--- src/rtl/dma_pkg.sv ---
// Shared constants and helpers for the DMA AXI master: FSM state codes,
// AXI encodings and the chunk-size calculation.
package dma_pkg;

  // FSM state codes
  localparam logic [2:0] ST_IDLE   = 3'd0;
  localparam logic [2:0] ST_RADDR  = 3'd1;
  localparam logic [2:0] ST_RDATA  = 3'd2;
  localparam logic [2:0] ST_WADDR  = 3'd3;
  localparam logic [2:0] ST_WDATA  = 3'd4;
  localparam logic [2:0] ST_WRESP  = 3'd5;
  localparam logic [2:0] ST_FINISH = 3'd6;

  // AXI encodings
  localparam logic [1:0] AXI_BURST_INCR = 2'b01;
  localparam logic [1:0] RESP_OKAY      = 2'b00;
  localparam logic [2:0] SIZE_WORD      = 3'b010;

  // Bursts must not cross a 2^BOUNDARY_W byte boundary (4KB)
  localparam int BOUNDARY_W = 12;
  localparam logic [BOUNDARY_W:0] BOUNDARY_BYTES = {1'b1, {BOUNDARY_W{1'b0}}};

  // Beats for the next chunk: limited by words remaining, the burst cap and
  // the words left before either address reaches the next 4KB boundary.
  function automatic logic [4:0] chunk_beats(
    input logic [15:0]           remaining,
    input logic [BOUNDARY_W-1:0] src_off,
    input logic [BOUNDARY_W-1:0] dst_off,
    input logic [4:0]            max_burst
  );
    logic [BOUNDARY_W:0] src_words;
    logic [BOUNDARY_W:0] dst_words;
    logic [16:0]         beats;
    src_words = (BOUNDARY_BYTES - {1'b0, src_off}) >> 2;
    dst_words = (BOUNDARY_BYTES - {1'b0, dst_off}) >> 2;
    beats = {1'b0, remaining};
    if (beats > {12'd0, max_burst})     beats = {12'd0, max_burst};
    if ({4'd0, src_words} < beats)      beats = {4'd0, src_words};
    if ({4'd0, dst_words} < beats)      beats = {4'd0, dst_words};
    return beats[4:0];
  endfunction

endpackage

--- src/rtl/dma_axi_master_if.sv ---
// AXI4 bus bundle between the DMA master and the interconnect.
interface dma_axi_master_if #(
  parameter int ID_W   = 4,
  parameter int ADDR_W = 32,
  parameter int DATA_W = 32
);
  // read address
  logic [ID_W-1:0]     ARID;
  logic [ADDR_W-1:0]   ARADDR;
  logic [3:0]          ARLEN;
  logic [2:0]          ARSIZE;
  logic [1:0]          ARBURST;
  logic                ARVALID;
  logic                ARREADY;
  // read data
  logic [ID_W-1:0]     RID;
  logic [DATA_W-1:0]   RDATA;
  logic [1:0]          RRESP;
  logic                RLAST;
  logic                RVALID;
  logic                RREADY;
  // write address
  logic [ID_W-1:0]     AWID;
  logic [ADDR_W-1:0]   AWADDR;
  logic [3:0]          AWLEN;
  logic [2:0]          AWSIZE;
  logic [1:0]          AWBURST;
  logic                AWVALID;
  logic                AWREADY;
  // write data
  logic [DATA_W-1:0]   WDATA;
  logic [DATA_W/8-1:0] WSTRB;
  logic                WLAST;
  logic                WVALID;
  logic                WREADY;
  // write response
  logic [ID_W-1:0]     BID;
  logic [1:0]          BRESP;
  logic                BVALID;
  logic                BREADY;

  modport master (
    output ARID, ARADDR, ARLEN, ARSIZE, ARBURST, ARVALID,
    input  ARREADY,
    input  RID, RDATA, RRESP, RLAST, RVALID,
    output RREADY,
    output AWID, AWADDR, AWLEN, AWSIZE, AWBURST, AWVALID,
    input  AWREADY,
    output WDATA, WSTRB, WLAST, WVALID,
    input  WREADY,
    input  BID, BRESP, BVALID,
    output BREADY
  );

  modport slave (
    input  ARID, ARADDR, ARLEN, ARSIZE, ARBURST, ARVALID,
    output ARREADY,
    output RID, RDATA, RRESP, RLAST, RVALID,
    input  RREADY,
    input  AWID, AWADDR, AWLEN, AWSIZE, AWBURST, AWVALID,
    output AWREADY,
    input  WDATA, WSTRB, WLAST, WVALID,
    output WREADY,
    output BID, BRESP, BVALID,
    input  BREADY
  );
endinterface

--- src/rtl/dma_burst_buffer.sv ---
// Chunk buffer: one entry per beat, written during the read burst and read
// back combinationally during the write burst.
module dma_burst_buffer #(
  parameter int DEPTH  = 4,
  parameter int DATA_W = 32,
  parameter int IDX_W  = 2
) (
  input  logic              clock,
  input  logic              wr_en_i,
  input  logic [IDX_W-1:0]  wr_idx_i,
  input  logic [DATA_W-1:0] wr_data_i,
  input  logic [IDX_W-1:0]  rd_idx_i,
  output logic [DATA_W-1:0] rd_data_o
);
  logic [DATA_W-1:0] mem_q [DEPTH];

  // capture one read beat per accepted R handshake
  always_ff @(posedge clock) begin
    if (wr_en_i) mem_q[wr_idx_i] <= wr_data_i;
  end

  assign rd_data_o = mem_q[rd_idx_i];
endmodule

--- src/rtl/dma_axi_master.sv ---
// DMA AXI4 master: copies LEN words from SRC to DST as a sequence of
// read-burst / write-burst chunks staged through a small buffer.
module dma_axi_master
  import dma_pkg::*;
#(
  parameter int ID_W      = 4,
  parameter int ADDR_W    = 32,
  parameter int DATA_W    = 32,
  parameter int MAX_BURST = 4,
  parameter int DMA_ID    = 0
) (
  input  logic              clock,
  input  logic              reset,
  input  logic              start,
  input  logic [ADDR_W-1:0] src_addr,
  input  logic [ADDR_W-1:0] dst_addr,
  input  logic [15:0]       length,
  output logic              busy,
  output logic              done,
  output logic              error,
  dma_axi_master_if.master  axi
);
  localparam int         IDX_W = (MAX_BURST > 1) ? $clog2(MAX_BURST) : 1;
  localparam logic [4:0] MAX_B = 5'(MAX_BURST);

  logic [2:0]        state_q, state_d;
  logic [ADDR_W-1:0] src_q, src_d;
  logic [ADDR_W-1:0] dst_q, dst_d;
  logic [15:0]       rem_q, rem_d;
  logic [4:0]        beats_q, beats_d;
  logic [4:0]        beat_q, beat_d;
  logic              rerr_q, rerr_d;
  logic              error_q, error_d;

  logic              buf_we;
  logic [DATA_W-1:0] buf_rdata;
  logic              last_beat;
  logic [ADDR_W-1:0] chunk_bytes;

  assign last_beat   = (beat_q == beats_q - 5'd1);
  assign chunk_bytes = ADDR_W'({beats_q, 2'b00});

  dma_burst_buffer #(
    .DEPTH (MAX_BURST),
    .DATA_W(DATA_W),
    .IDX_W (IDX_W)
  ) u_buffer (
    .clock    (clock),
    .wr_en_i  (buf_we),
    .wr_idx_i (beat_q[IDX_W-1:0]),
    .wr_data_i(axi.RDATA),
    .rd_idx_i (beat_q[IDX_W-1:0]),
    .rd_data_o(buf_rdata)
  );

  // next-state logic for the copy sequencer
  always_comb begin
    state_d = state_q;
    src_d   = src_q;
    dst_d   = dst_q;
    rem_d   = rem_q;
    beats_d = beats_q;
    beat_d  = beat_q;
    rerr_d  = rerr_q;
    error_d = error_q;
    buf_we  = 1'b0;
    case (state_q)
      ST_IDLE: begin
        if (start) begin
          error_d = 1'b0;
          if (length != 16'd0) begin
            src_d   = src_addr;
            dst_d   = dst_addr;
            rem_d   = length;
            beats_d = chunk_beats(length, src_addr[BOUNDARY_W-1:0],
                                  dst_addr[BOUNDARY_W-1:0], MAX_B);
            state_d = ST_RADDR;
          end else begin
            state_d = ST_FINISH;
          end
        end
      end
      ST_RADDR: begin
        if (axi.ARREADY) begin
          beat_d  = 5'd0;
          rerr_d  = 1'b0;
          state_d = ST_RDATA;
        end
      end
      ST_RDATA: begin
        if (axi.RVALID) begin
          buf_we = 1'b1;
          beat_d = beat_q + 5'd1;
          if (axi.RRESP != RESP_OKAY) rerr_d = 1'b1;
          // burst ends on RLAST or on the final counted beat; any mismatch
          // between the two, or a bad response, aborts the copy
          if (axi.RLAST || last_beat) begin
            if (axi.RLAST && last_beat && !rerr_q && axi.RRESP == RESP_OKAY) begin
              beat_d  = 5'd0;
              state_d = ST_WADDR;
            end else begin
              error_d = 1'b1;
              state_d = ST_FINISH;
            end
          end
        end
      end
      ST_WADDR: begin
        if (axi.AWREADY) state_d = ST_WDATA;
      end
      ST_WDATA: begin
        if (axi.WREADY) begin
          if (last_beat) state_d = ST_WRESP;
          else           beat_d  = beat_q + 5'd1;
        end
      end
      ST_WRESP: begin
        if (axi.BVALID) begin
          if (axi.BRESP != RESP_OKAY) begin
            error_d = 1'b1;
            state_d = ST_FINISH;
          end else begin
            src_d = src_q + chunk_bytes;
            dst_d = dst_q + chunk_bytes;
            rem_d = rem_q - {11'd0, beats_q};
            if (rem_d == 16'd0) begin
              state_d = ST_FINISH;
            end else begin
              beats_d = chunk_beats(rem_d, src_d[BOUNDARY_W-1:0],
                                    dst_d[BOUNDARY_W-1:0], MAX_B);
              state_d = ST_RADDR;
            end
          end
        end
      end
      ST_FINISH: state_d = ST_IDLE;
      default:   state_d = ST_IDLE;
    endcase
  end

  // state and datapath registers, cleared immediately by reset
  always_ff @(posedge clock or negedge reset) begin
    if (!reset) begin
      state_q <= ST_IDLE;
      src_q   <= '0;
      dst_q   <= '0;
      rem_q   <= '0;
      beats_q <= '0;
      beat_q  <= '0;
      rerr_q  <= 1'b0;
      error_q <= 1'b0;
    end else begin
      state_q <= state_d;
      src_q   <= src_d;
      dst_q   <= dst_d;
      rem_q   <= rem_d;
      beats_q <= beats_d;
      beat_q  <= beat_d;
      rerr_q  <= rerr_d;
      error_q <= error_d;
    end
  end

  // all handshake outputs decode straight from state so reset drops them at once
  assign axi.ARID    = ID_W'(DMA_ID);
  assign axi.ARADDR  = src_q;
  assign axi.ARLEN   = 4'(beats_q - 5'd1);
  assign axi.ARSIZE  = SIZE_WORD;
  assign axi.ARBURST = AXI_BURST_INCR;
  assign axi.ARVALID = (state_q == ST_RADDR);
  assign axi.RREADY  = (state_q == ST_RDATA);

  assign axi.AWID    = ID_W'(DMA_ID);
  assign axi.AWADDR  = dst_q;
  assign axi.AWLEN   = 4'(beats_q - 5'd1);
  assign axi.AWSIZE  = SIZE_WORD;
  assign axi.AWBURST = AXI_BURST_INCR;
  assign axi.AWVALID = (state_q == ST_WADDR);

  assign axi.WDATA   = buf_rdata;
  assign axi.WSTRB   = '1;
  assign axi.WLAST   = (state_q == ST_WDATA) && last_beat;
  assign axi.WVALID  = (state_q == ST_WDATA);
  assign axi.BREADY  = (state_q == ST_WRESP);

  assign busy  = (state_q != ST_IDLE) && (state_q != ST_FINISH);
  assign done  = (state_q == ST_FINISH);
  assign error = error_q;

  // response IDs are not needed: only one transaction is ever outstanding
  logic unused_ids;
  assign unused_ids = ^{axi.RID, axi.BID};
endmodule
--- src/flat_wrapper.sv ---
// flat-port wrapper written by rule: the top's interface ports become plain ports
module dma_axi_master_flat import dma_pkg::*;
#(
  parameter int ID_W      = 4,
  parameter int ADDR_W    = 32,
  parameter int DATA_W    = 32,
  parameter int MAX_BURST = 4,
  parameter int DMA_ID    = 0
)
  (clock, reset, start, src_addr, dst_addr, length, busy, done, error, axi_ARID, axi_ARADDR, axi_ARLEN, axi_ARSIZE, axi_ARBURST, axi_ARVALID, axi_ARREADY, axi_RID, axi_RDATA, axi_RRESP, axi_RLAST, axi_RVALID, axi_RREADY, axi_AWID, axi_AWADDR, axi_AWLEN, axi_AWSIZE, axi_AWBURST, axi_AWVALID, axi_AWREADY, axi_WDATA, axi_WSTRB, axi_WLAST, axi_WVALID, axi_WREADY, axi_BID, axi_BRESP, axi_BVALID, axi_BREADY);
  dma_axi_master_if #(.ID_W(ID_W), .ADDR_W(ADDR_W), .DATA_W(DATA_W)) axi_i ();
  input  logic clock;
  input  logic reset;
  input  logic start;
  input  logic [ADDR_W-1:0] src_addr;
  input  logic [ADDR_W-1:0] dst_addr;
  input  logic [15:0] length;
  output logic busy;
  output logic done;
  output logic error;
  output wire logic [$bits(axi_i.ARID)-1:0] axi_ARID;
  output wire logic [$bits(axi_i.ARADDR)-1:0] axi_ARADDR;
  output wire logic [$bits(axi_i.ARLEN)-1:0] axi_ARLEN;
  output wire logic [$bits(axi_i.ARSIZE)-1:0] axi_ARSIZE;
  output wire logic [$bits(axi_i.ARBURST)-1:0] axi_ARBURST;
  output wire logic [$bits(axi_i.ARVALID)-1:0] axi_ARVALID;
  input wire logic [$bits(axi_i.ARREADY)-1:0] axi_ARREADY;
  input wire logic [$bits(axi_i.RID)-1:0] axi_RID;
  input wire logic [$bits(axi_i.RDATA)-1:0] axi_RDATA;
  input wire logic [$bits(axi_i.RRESP)-1:0] axi_RRESP;
  input wire logic [$bits(axi_i.RLAST)-1:0] axi_RLAST;
  input wire logic [$bits(axi_i.RVALID)-1:0] axi_RVALID;
  output wire logic [$bits(axi_i.RREADY)-1:0] axi_RREADY;
  output wire logic [$bits(axi_i.AWID)-1:0] axi_AWID;
  output wire logic [$bits(axi_i.AWADDR)-1:0] axi_AWADDR;
  output wire logic [$bits(axi_i.AWLEN)-1:0] axi_AWLEN;
  output wire logic [$bits(axi_i.AWSIZE)-1:0] axi_AWSIZE;
  output wire logic [$bits(axi_i.AWBURST)-1:0] axi_AWBURST;
  output wire logic [$bits(axi_i.AWVALID)-1:0] axi_AWVALID;
  input wire logic [$bits(axi_i.AWREADY)-1:0] axi_AWREADY;
  output wire logic [$bits(axi_i.WDATA)-1:0] axi_WDATA;
  output wire logic [$bits(axi_i.WSTRB)-1:0] axi_WSTRB;
  output wire logic [$bits(axi_i.WLAST)-1:0] axi_WLAST;
  output wire logic [$bits(axi_i.WVALID)-1:0] axi_WVALID;
  input wire logic [$bits(axi_i.WREADY)-1:0] axi_WREADY;
  input wire logic [$bits(axi_i.BID)-1:0] axi_BID;
  input wire logic [$bits(axi_i.BRESP)-1:0] axi_BRESP;
  input wire logic [$bits(axi_i.BVALID)-1:0] axi_BVALID;
  output wire logic [$bits(axi_i.BREADY)-1:0] axi_BREADY;
  assign axi_ARID = axi_i.ARID;
  assign axi_ARADDR = axi_i.ARADDR;
  assign axi_ARLEN = axi_i.ARLEN;
  assign axi_ARSIZE = axi_i.ARSIZE;
  assign axi_ARBURST = axi_i.ARBURST;
  assign axi_ARVALID = axi_i.ARVALID;
  assign axi_i.ARREADY = axi_ARREADY;
  assign axi_i.RID = axi_RID;
  assign axi_i.RDATA = axi_RDATA;
  assign axi_i.RRESP = axi_RRESP;
  assign axi_i.RLAST = axi_RLAST;
  assign axi_i.RVALID = axi_RVALID;
  assign axi_RREADY = axi_i.RREADY;
  assign axi_AWID = axi_i.AWID;
  assign axi_AWADDR = axi_i.AWADDR;
  assign axi_AWLEN = axi_i.AWLEN;
  assign axi_AWSIZE = axi_i.AWSIZE;
  assign axi_AWBURST = axi_i.AWBURST;
  assign axi_AWVALID = axi_i.AWVALID;
  assign axi_i.AWREADY = axi_AWREADY;
  assign axi_WDATA = axi_i.WDATA;
  assign axi_WSTRB = axi_i.WSTRB;
  assign axi_WLAST = axi_i.WLAST;
  assign axi_WVALID = axi_i.WVALID;
  assign axi_i.WREADY = axi_WREADY;
  assign axi_i.BID = axi_BID;
  assign axi_i.BRESP = axi_BRESP;
  assign axi_i.BVALID = axi_BVALID;
  assign axi_BREADY = axi_i.BREADY;
  dma_axi_master #(.ID_W(ID_W), .ADDR_W(ADDR_W), .DATA_W(DATA_W), .MAX_BURST(MAX_BURST), .DMA_ID(DMA_ID)) u_core (.clock(clock), .reset(reset), .start(start), .src_addr(src_addr), .dst_addr(dst_addr), .length(length), .busy(busy), .done(done), .error(error), .axi(axi_i));
endmodule
--- config.mk ---
export PLATFORM = sky130hd
export DESIGN_NAME = dma_axi_master_flat
export DESIGN_NICKNAME = d
export VERILOG_FILES = /design/src/rtl/dma_pkg.sv /design/src/rtl/dma_axi_master_if.sv /design/src/rtl/dma_burst_buffer.sv /design/src/rtl/dma_axi_master.sv /design/src/flat_wrapper.sv
export SDC_FILE = /design/constraint.sdc
export NUM_CORES = 1
export LEC_CHECK = 0
export BUFFER_PORTS_ARGS = -buffer_cell sky130_fd_sc_hd__buf_2
export CORE_ASPECT_RATIO = 0.6
export CORE_MARGIN = 2
export CORE_UTILIZATION = 50
export CTS_CLUSTER_DIAMETER = 40
export DETAILED_ROUTE_END_ITERATION = 12
export PLACE_DENSITY_LB_ADDON = 0.3
export SYNTH_ARGS = -nofsm -noshare
export SYNTH_HDL_FRONTEND = slang
export SYNTH_SLANG_ARGS = --single-unit
export TNS_END_PERCENT = 50
--- constraint.sdc ---
create_clock -name clock -period 10.24 [get_ports clock]
set_input_delay 0 -clock clock [delete_from_list [all_inputs] [get_ports clock]]
set_output_delay 0 -clock clock [all_outputs]
set_load 0.02 [all_outputs]
==> flow_metrics.env, run 1 <==
export IMPL_status="completed"
export IMPL_switching_share_pct=46.6
export IMPL_grt_pass1_vias=11050
export IMPL_yosys_area_top_type_share_pct=29.0
export IMPL_drc=0
export IMPL_chipWidth_um=214
export IMPL_grt_antenna_before_repair=1
export IMPL_clockBufferDepth=3
export IMPL_crit_path_end_kind="flip-flop"
export IMPL_post_cts_resized=0
export IMPL_rrSetupSlack_ns=3.39
export IMPL_cts_sinks=223
export IMPL_fin_crit_sh_pct=66.9
export IMPL_hold_depth=5
export IMPL_die_h_um=130
export IMPL_synth_seq_area_share_pct=46.9
export IMPL_synth_top_area_cell="edfxtp_1"
export IMPL_setup_tns_ns=0
export IMPL_hold_path_end="u_core.axi.ARADDR[4]$_DFFE_PN0P_"
export IMPL_ys_flop_type="edfxtp_1"
export IMPL_ir_drop_v=0.000214
export IMPL_syn_area_per_cell_um2=10.1
export IMPL_cp_slowest_stage_delay_ns=0.59
export IMPL_finalWeightedCongestion=0.922
export IMPL_final_nets=1864
export IMPL_crit_slowest_cell="a211oi_2"
export IMPL_die_area_um2=27900
export IMPL_powerDensity_nw_per_um2=320
export IMPL_port_buffers=237
export IMPL_syn_inst=1317
export IMPL_seqPwrFrac_pct=26.8
export IMPL_core_area_um2=26200
export IMPL_mostFrequentLayoutCells="buf_2 (236), a21oi_1 (148), nand2_1 (139)"
export IMPL_drtIter0Drc=1128
export IMPL_worstMarginPinSlew_ns=1.29
export IMPL_syn2layout_area_growth_pct=27.7
export IMPL_cts_buffers=28
export IMPL_top_level_ports=268
export IMPL_synth_edff_count=128
export IMPL_final_min_clock_period_ns=6.85
export IMPL_holdBufCountCts=121
export IMPL_yosysWarnings=0
export IMPL_overflow=0
export IMPL_setup_viol=0
export IMPL_setup_worst_path_start="u_core.beats_q[0]$_DFFE_PN0P_"
export IMPL_p_leak_nw=6.85
export IMPL_pwr_share_comb_pct=54.3
export IMPL_grt_max_degree=90
export IMPL_criticalPathCategory="reg -> reg"
export IMPL_clk_pin_slew_ns=0.06
export IMPL_cts_tree="done"
export IMPL_async_flop_share_pct=42.6
export IMPL_track_usage_pct=26.3
export IMPL_cap_violations=0
export IMPL_switchingPower_mw=2.52
export IMPL_postRouteWirelength_um=37600
export IMPL_num_rows=46
export IMPL_worstPathRequired_ns=10.71
export IMPL_initial_utilization_pct=50.5
export IMPL_startpoint_type="flip-flop"
export IMPL_slew_viol_final=0
export IMPL_root_buffer="clkbuf_16"
export IMPL_arrival_ns=7.32
export IMPL_rsz0062_at_grt="false"
export IMPL_cts_htree_levels=1
export IMPL_clock_skew_ns=0.0148
export IMPL_hold_viol=0
export IMPL_ys_ff_latch=223
export IMPL_yosysUniqueCellTypes=75
export IMPL_final_common_cell="buf_2"
export IMPL_crit_chain="ha_1, fa_1, a21oi_1, o21bai_1, xor2_1, nor3_2, o31ai_1, o21ai_0, o21ai_1, xnor2_1, ha_1, nor3_1, o21ai_0, o211ai_1, and2_1, nand2_1, ha_1, a2111oi_0, a211oi_1, a211oi_2, nand2b_1, a221oi_1, o22a_1"
export IMPL_p_int_mw=2.89
export IMPL_finalPower_mw=5.42
export IMPL_drive_gt1_share_pct=21.0
export IMPL_postCtsSetupBuffers=0
export IMPL_path_common_cell="ha_1"
export IMPL_drt_pass1_iter_count=6
export IMPL_wl_per_cell_um=18.3
export IMPL_clk_latency_ns=0.54
export IMPL_yosys_top_cells_area="edfxtp_1 (29%), dfrtp_1 (18%), ha_1 (5.7%)"
export IMPL_timing_rr_end="u_core.beats_q[0]$_DFFE_PN0P_"
export IMPL_grt_pass1_wl_um=58900
export IMPL_critPathMaxFanout=10
export IMPL_clock_fmax_ghz=0.146
export IMPL_via_per_inst=5.77
export IMPL_hp_class="in -> reg"
export IMPL_syn_area_um2=13300
export IMPL_worstHoldStart="axi_BVALID"
export IMPL_reg2reg_depth=23
export IMPL_vias=11832
export IMPL_dp_hpwl_um=26300
export IMPL_power_frac_clock_pct=18.9
export IMPL_r2r_start="u_core.beats_q[0]$_DFFE_PN0P_"
export IMPL_max_slew_margin_pct=13.5
export IMPL_ant_nets=0
==> cell usage after synthesis (11+ instances only) <==
cell and count:
buf_4 26, edfxtp_1 128, dfrtp_1 95, nand4_1 23
a21o_1 11, mux4_2 32, inv_1 39, nand3_1 31
ha_1 60, o22ai_1 28, nor3_1 31, nand2_1 140
xor2_1 22, nor2_1 111, and3_1 15, nor4_1 11
xnor2_1 35, a21oi_1 149, o21a_1 14, clkbuf_1 58
a31oi_1 19, nand2b_1 20, o21ai_0 84
==> worst max-delay path: cells and delay by family (launching register included) <==
| kind | cells | cell delay, ns |
|---|---|---|
| adder cells (fa/ha/maj) | 4 | 1.25 |
| AND/OR/NAND/NOR | 5 | 1.22 |
| XOR/XNOR | 2 | 0.42 |
| flip-flops | 1 | 0.47 |
| AO/OA/AOI/OAI | 12 | 3.43 |
==> power groups by stage <==
stage | clock network [mW] | logic, mW | registers [mW]
5_1_grt | 1.08 | 3.25 | 1.48
3_3_place_gp | 0 | 2.78 | 1.44
6_report | 1.03 | 2.94 | 1.45
4_1_cts | 1.04 | 2.89 | 1.44
2_1_floorplan | 0 | 2.01 | 1.50
3_5_place_dp | 0 | 2.84 | 1.45
==> flip-flops by register name, indices dropped and copies added (netlist names) <==
| register | cells |
|---|---|
| u_core.beats_q | 5 |
| u_core.error | 1 |
| u_core.axi.AWADDR | 32 |
| u_core.state_q | 3 |
| u_core.rerr_q | 1 |
| u_core.u_buffer.mem_q | 128 |
| u_core.rem_q | 16 |
| u_core.axi.ARADDR | 32 |
| u_core.beat_q | 5 |
==> stage by stage <==
stage | util [%] | setup WS (ns) | hold slack [ns] | instance area, um2 | cells
after detailed placement | 56.1 | 3.59 | -0.0111 | 14700 | 1877
after global placement | 56.1 | 3.70 | -0.00960 | 14700 | 1877
final | 64.5 | 3.39 | 0.0281 | 16900 | 2051
after floorplan | - | 4.61 | -0.296 | 13400 | 1353
after CTS | 64.5 | 3.55 | 0.00638 | 16900 | 2050
after global routing | 64.5 | 2.81 | 0.0821 | 16900 | 2051
==> final cells by class <==
| cell class | instances | area (um2) |
|---|---|---|
| Antenna cell | 1 | 2.50 |
| Clock buffer | 35 | 758 |
| Fill cell | 2143 | 9310 |
| Timing Repair Buffer | 374 | 2530 |
| Sequential cell | 223 | 6220 |
| Tap cell | 360 | 450 |
| Inverter | 40 | 153 |
| Multi-Input combinational cell | 1001 | 6600 |
| Clock inverter | 17 | 226 |
==> logic make-up after synthesis <==
kind of cell | synth area share (%)
fa+ha+maj | 6.11
xor+xnor | 3.76
simple gates | 15.8
other cells | 0.0566
compound gates | 16.9
mux | 6.05
buf+inv | 4.50
flops | 46.9
==> metal layers <==
layer | track usage [%] | routed length [um] | vias up
li1 | - | - | 5538
met1 | 40.7 | 17900 | 5677
met2 | 38.5 | 15800 | 567
met3 | 5.17 | 3390 | 50
met4 | 4.98 | 536 | 0
met5 | 0 | 0 | -
==> worst max path at each step <==
stage	endpoint	cells after the start	slack (ns)
finish	u_core.beats_q[0]$_DFFE_PN0P_	23	3.39
global route	u_core.beats_q[0]$_DFFE_PN0P_	23	2.81
CTS	u_core.beats_q[0]$_DFFE_PN0P_	22	3.55
detailed placement	u_core.beats_q[0]$_DFFE_PN0P_	22	3.59
global placement	u_core.beats_q[0]$_DFFE_PN0P_	22	3.70
floorplan	u_core.beats_q[0]$_DFFE_PN0P_	24	4.61
No activity file was read; power rests on OpenSTA's default activity.
==> run 2, diff against run 1 <==
- clock period: 10.24 -> 5.65 ns (I/O delays scaled with it)
==> flow_metrics.env, run 2 (synthesis gave the netlist of run 1 again) <==
export IMPL_syn2layout_area_growth_pct=32.5
export IMPL_grt_max_degree=76
export IMPL_port_buffers=237
export IMPL_root_buffer="clkbuf_16"
export IMPL_cts_htree_levels=1
export IMPL_multiInputGateArea_um2=6860
export IMPL_worstMarginPinSlew_ns=1.20
export IMPL_grt_pass1_vias=11199
export IMPL_clockBufferDepth=3
export IMPL_setup_ws_ns=0.282
export IMPL_drtIter0Drc=926
export IMPL_hold_path_end="u_core.state_q[1]$_DFFE_PN0P_"
export IMPL_crit_slowest_cell="dfrtp_2"
export IMPL_startpoint_type="flip-flop"
export IMPL_grt_antenna_before_repair=1
export IMPL_setup_viol=0
export IMPL_largest_register="u_core.u_buffer.mem_q"
export IMPL_path_common_cell="ha_1"
export IMPL_r2r_start="u_core.beats_q[1]$_DFFE_PN0P_"
export IMPL_worstPathRequired_ns=6.07
export IMPL_clock_fmax_ghz=0.186
export IMPL_seqCellArea_um2=6220
export IMPL_drc=0
export IMPL_cp_slowest_stage_delay_ns=0.41
export IMPL_cts_sinks=223
export IMPL_hold_depth=5
export IMPL_largest_register_ffs=128
export IMPL_die_area_um2=27900
export IMPL_critPathMaxFanout=7
export IMPL_core_area_um2=26200
export IMPL_fillerInstances=2041
export IMPL_reg2reg_depth=28
export IMPL_grt_pass1_wl_um=60800
export IMPL_cap_violations=0
export IMPL_criticalPathCategory="reg -> reg"
export IMPL_slew_viol_final=0
export IMPL_powerDensity_nw_per_um2=604
export IMPL_clock_skew_ns=0.0124
export IMPL_hold_viol=0
export IMPL_vias=12061
export IMPL_via_per_inst=5.72
export IMPL_clk_pin_slew_ns=0.06
export IMPL_overflow=0
export IMPL_cts_buffers=28
export IMPL_rrSetupSlack_ns=0.28
export IMPL_final_nets=1920
export IMPL_status="completed"
export IMPL_die_h_um=130
export IMPL_clk_latency_ns=0.54
export IMPL_top_level_ports=268
export IMPL_finalWeightedCongestion=0.946
export IMPL_timing_rr_end="u_core.beats_q[1]$_DFFE_PN0P_"
export IMPL_mostFrequentLayoutCells="buf_2 (237), a21oi_1 (142), nand2_1 (137)"
export IMPL_hp_class="in -> reg"
export IMPL_track_usage_pct=27.2
export IMPL_drt_pass1_iter_count=5
export IMPL_utilization_pct=67.0
export IMPL_final_common_cell="buf_2"
export IMPL_postRouteWirelength_um=39300
export IMPL_worstHoldStart="axi_BRESP[0]"
export IMPL_ant_nets=0
export IMPL_drive_gt1_share_pct=26.2
export IMPL_chipWidth_um=214
export IMPL_fin_crit_sh_pct=95.0
export IMPL_place_ws_ns=-0.0326
export IMPL_p_leak_nw=7.12
export IMPL_cts_tree="done"
export IMPL_wl_per_cell_um=18.7
export IMPL_num_rows=46
export IMPL_dp_hpwl_um=26900
export IMPL_max_slew_margin_pct=19.4
export IMPL_arrival_ns=5.79
export IMPL_crit_path_end_kind="flip-flop"
export IMPL_ir_drop_v=0.000338
export IMPL_final_min_clock_period_ns=5.37
export IMPL_initial_utilization_pct=50.5
run 2: cell types whose count changed in the layout (fill, tap and decap cells not counted), sizes merged:
cell	change
buf	+54
bufinv	-2
clkbuf	-2
clkinv	-2
clkinvlp	+3
dlygate4sd3	+2
inv	+3
run 2: stage by stage:
step / cells / setup TNS (ns) / hold WS [ns] / area, um2 / power (mW)
2_1_floorplan: 1353 / 0 / -0.296 / 13400 / 6.36
3_3_place_gp: 1913 / 0 / -0.00811 / 15000 / 8.04
3_5_place_dp: 1913 / -0.0521 / -0.0102 / 15000 / 8.14
4_1_cts: 2088 / 0 / 0.0536 / 17200 / 10.1
5_1_grt: 2106 / -0.132 / 0.0873 / 17600 / 11.4
6_report: 2107 / 0 / 0.0760 / 17600 / 10.6
run 2: where the power goes:
group          switching, mW  total (mW)  internal [mW]
clock                  0.753        1.77           1.01
combinational           3.67        6.23           2.56
sequential             0.494        2.62           2.12
run 2: area by class of cell:
type / instances / share of cell area (%)
inverters: 40 / 0.869
well taps: 360 / 2.56
flip-flops and latches: 223 / 35.4
clock buffers: 33 / 4.21
diodes: 1 / 0.0142
multi-input cells: 1001 / 39.1
clock inverters: 19 / 1.07
repair buffers: 430 / 16.8
run 2: how the worst max path moves through the flow:
stage | start | depth (start not counted) | endpoint
2_1_floorplan | u_core.axi.ARADDR[2]$_DFFE_PN0P_ | 24 | u_core.beats_q[0]$_DFFE_PN0P_
3_3_place_gp | u_core.beats_q[0]$_DFFE_PN0P_ | 30 | u_core.beats_q[0]$_DFFE_PN0P_
3_5_place_dp | u_core.beats_q[0]$_DFFE_PN0P_ | 30 | u_core.beats_q[0]$_DFFE_PN0P_
4_1_cts | u_core.beats_q[1]$_DFFE_PN0P_ | 28 | u_core.beats_q[4]$_DFFE_PN0P_
5_1_grt | src_addr[2] | 29 | u_core.beats_q[1]$_DFFE_PN0P_
6_report | u_core.beats_q[1]$_DFFE_PN0P_ | 28 | u_core.beats_q[1]$_DFFE_PN0P_
run 2: critical path: cells and delay by family (launching register included):
| family | cells | cell delay, ns |
|---|---|---|
| adders and majority gates | 3 | 0.64 |
| buffers and inverters | 3 | 0.42 |
| and+or+nand+nor | 7 | 1.13 |
| xor gates and xnor gates | 1 | 0.28 |
| AOI/OAI and AO/OA | 14 | 2.35 |
| DFF | 1 | 0.41 |
run 2: timing repair:
| action | CTS | global route |
|---|---|---|
| setup endpoints to repair | 3 | 5 |
| resized for setup | 8 | 60 |
| hold buffers | 123 | 0 |
| hold endpoints to repair | 245 | 0 |
| gates cloned | 0 | 1 |
| pin swaps | 3 | 28 |
| buffers inserted | 0 | 17 |
run 2: per-layer routing:
metal / GRT usage (%) / up-vias / part of all wire [%]
met5: 0 / - / 0
met4: 4.53 / 0 / 1.1
met3: 6.67 / 37 / 9.0
met2: 39.2 / 527 / 42
met1: 41.9 / 5846 / 48
li1: - / 5651 / -
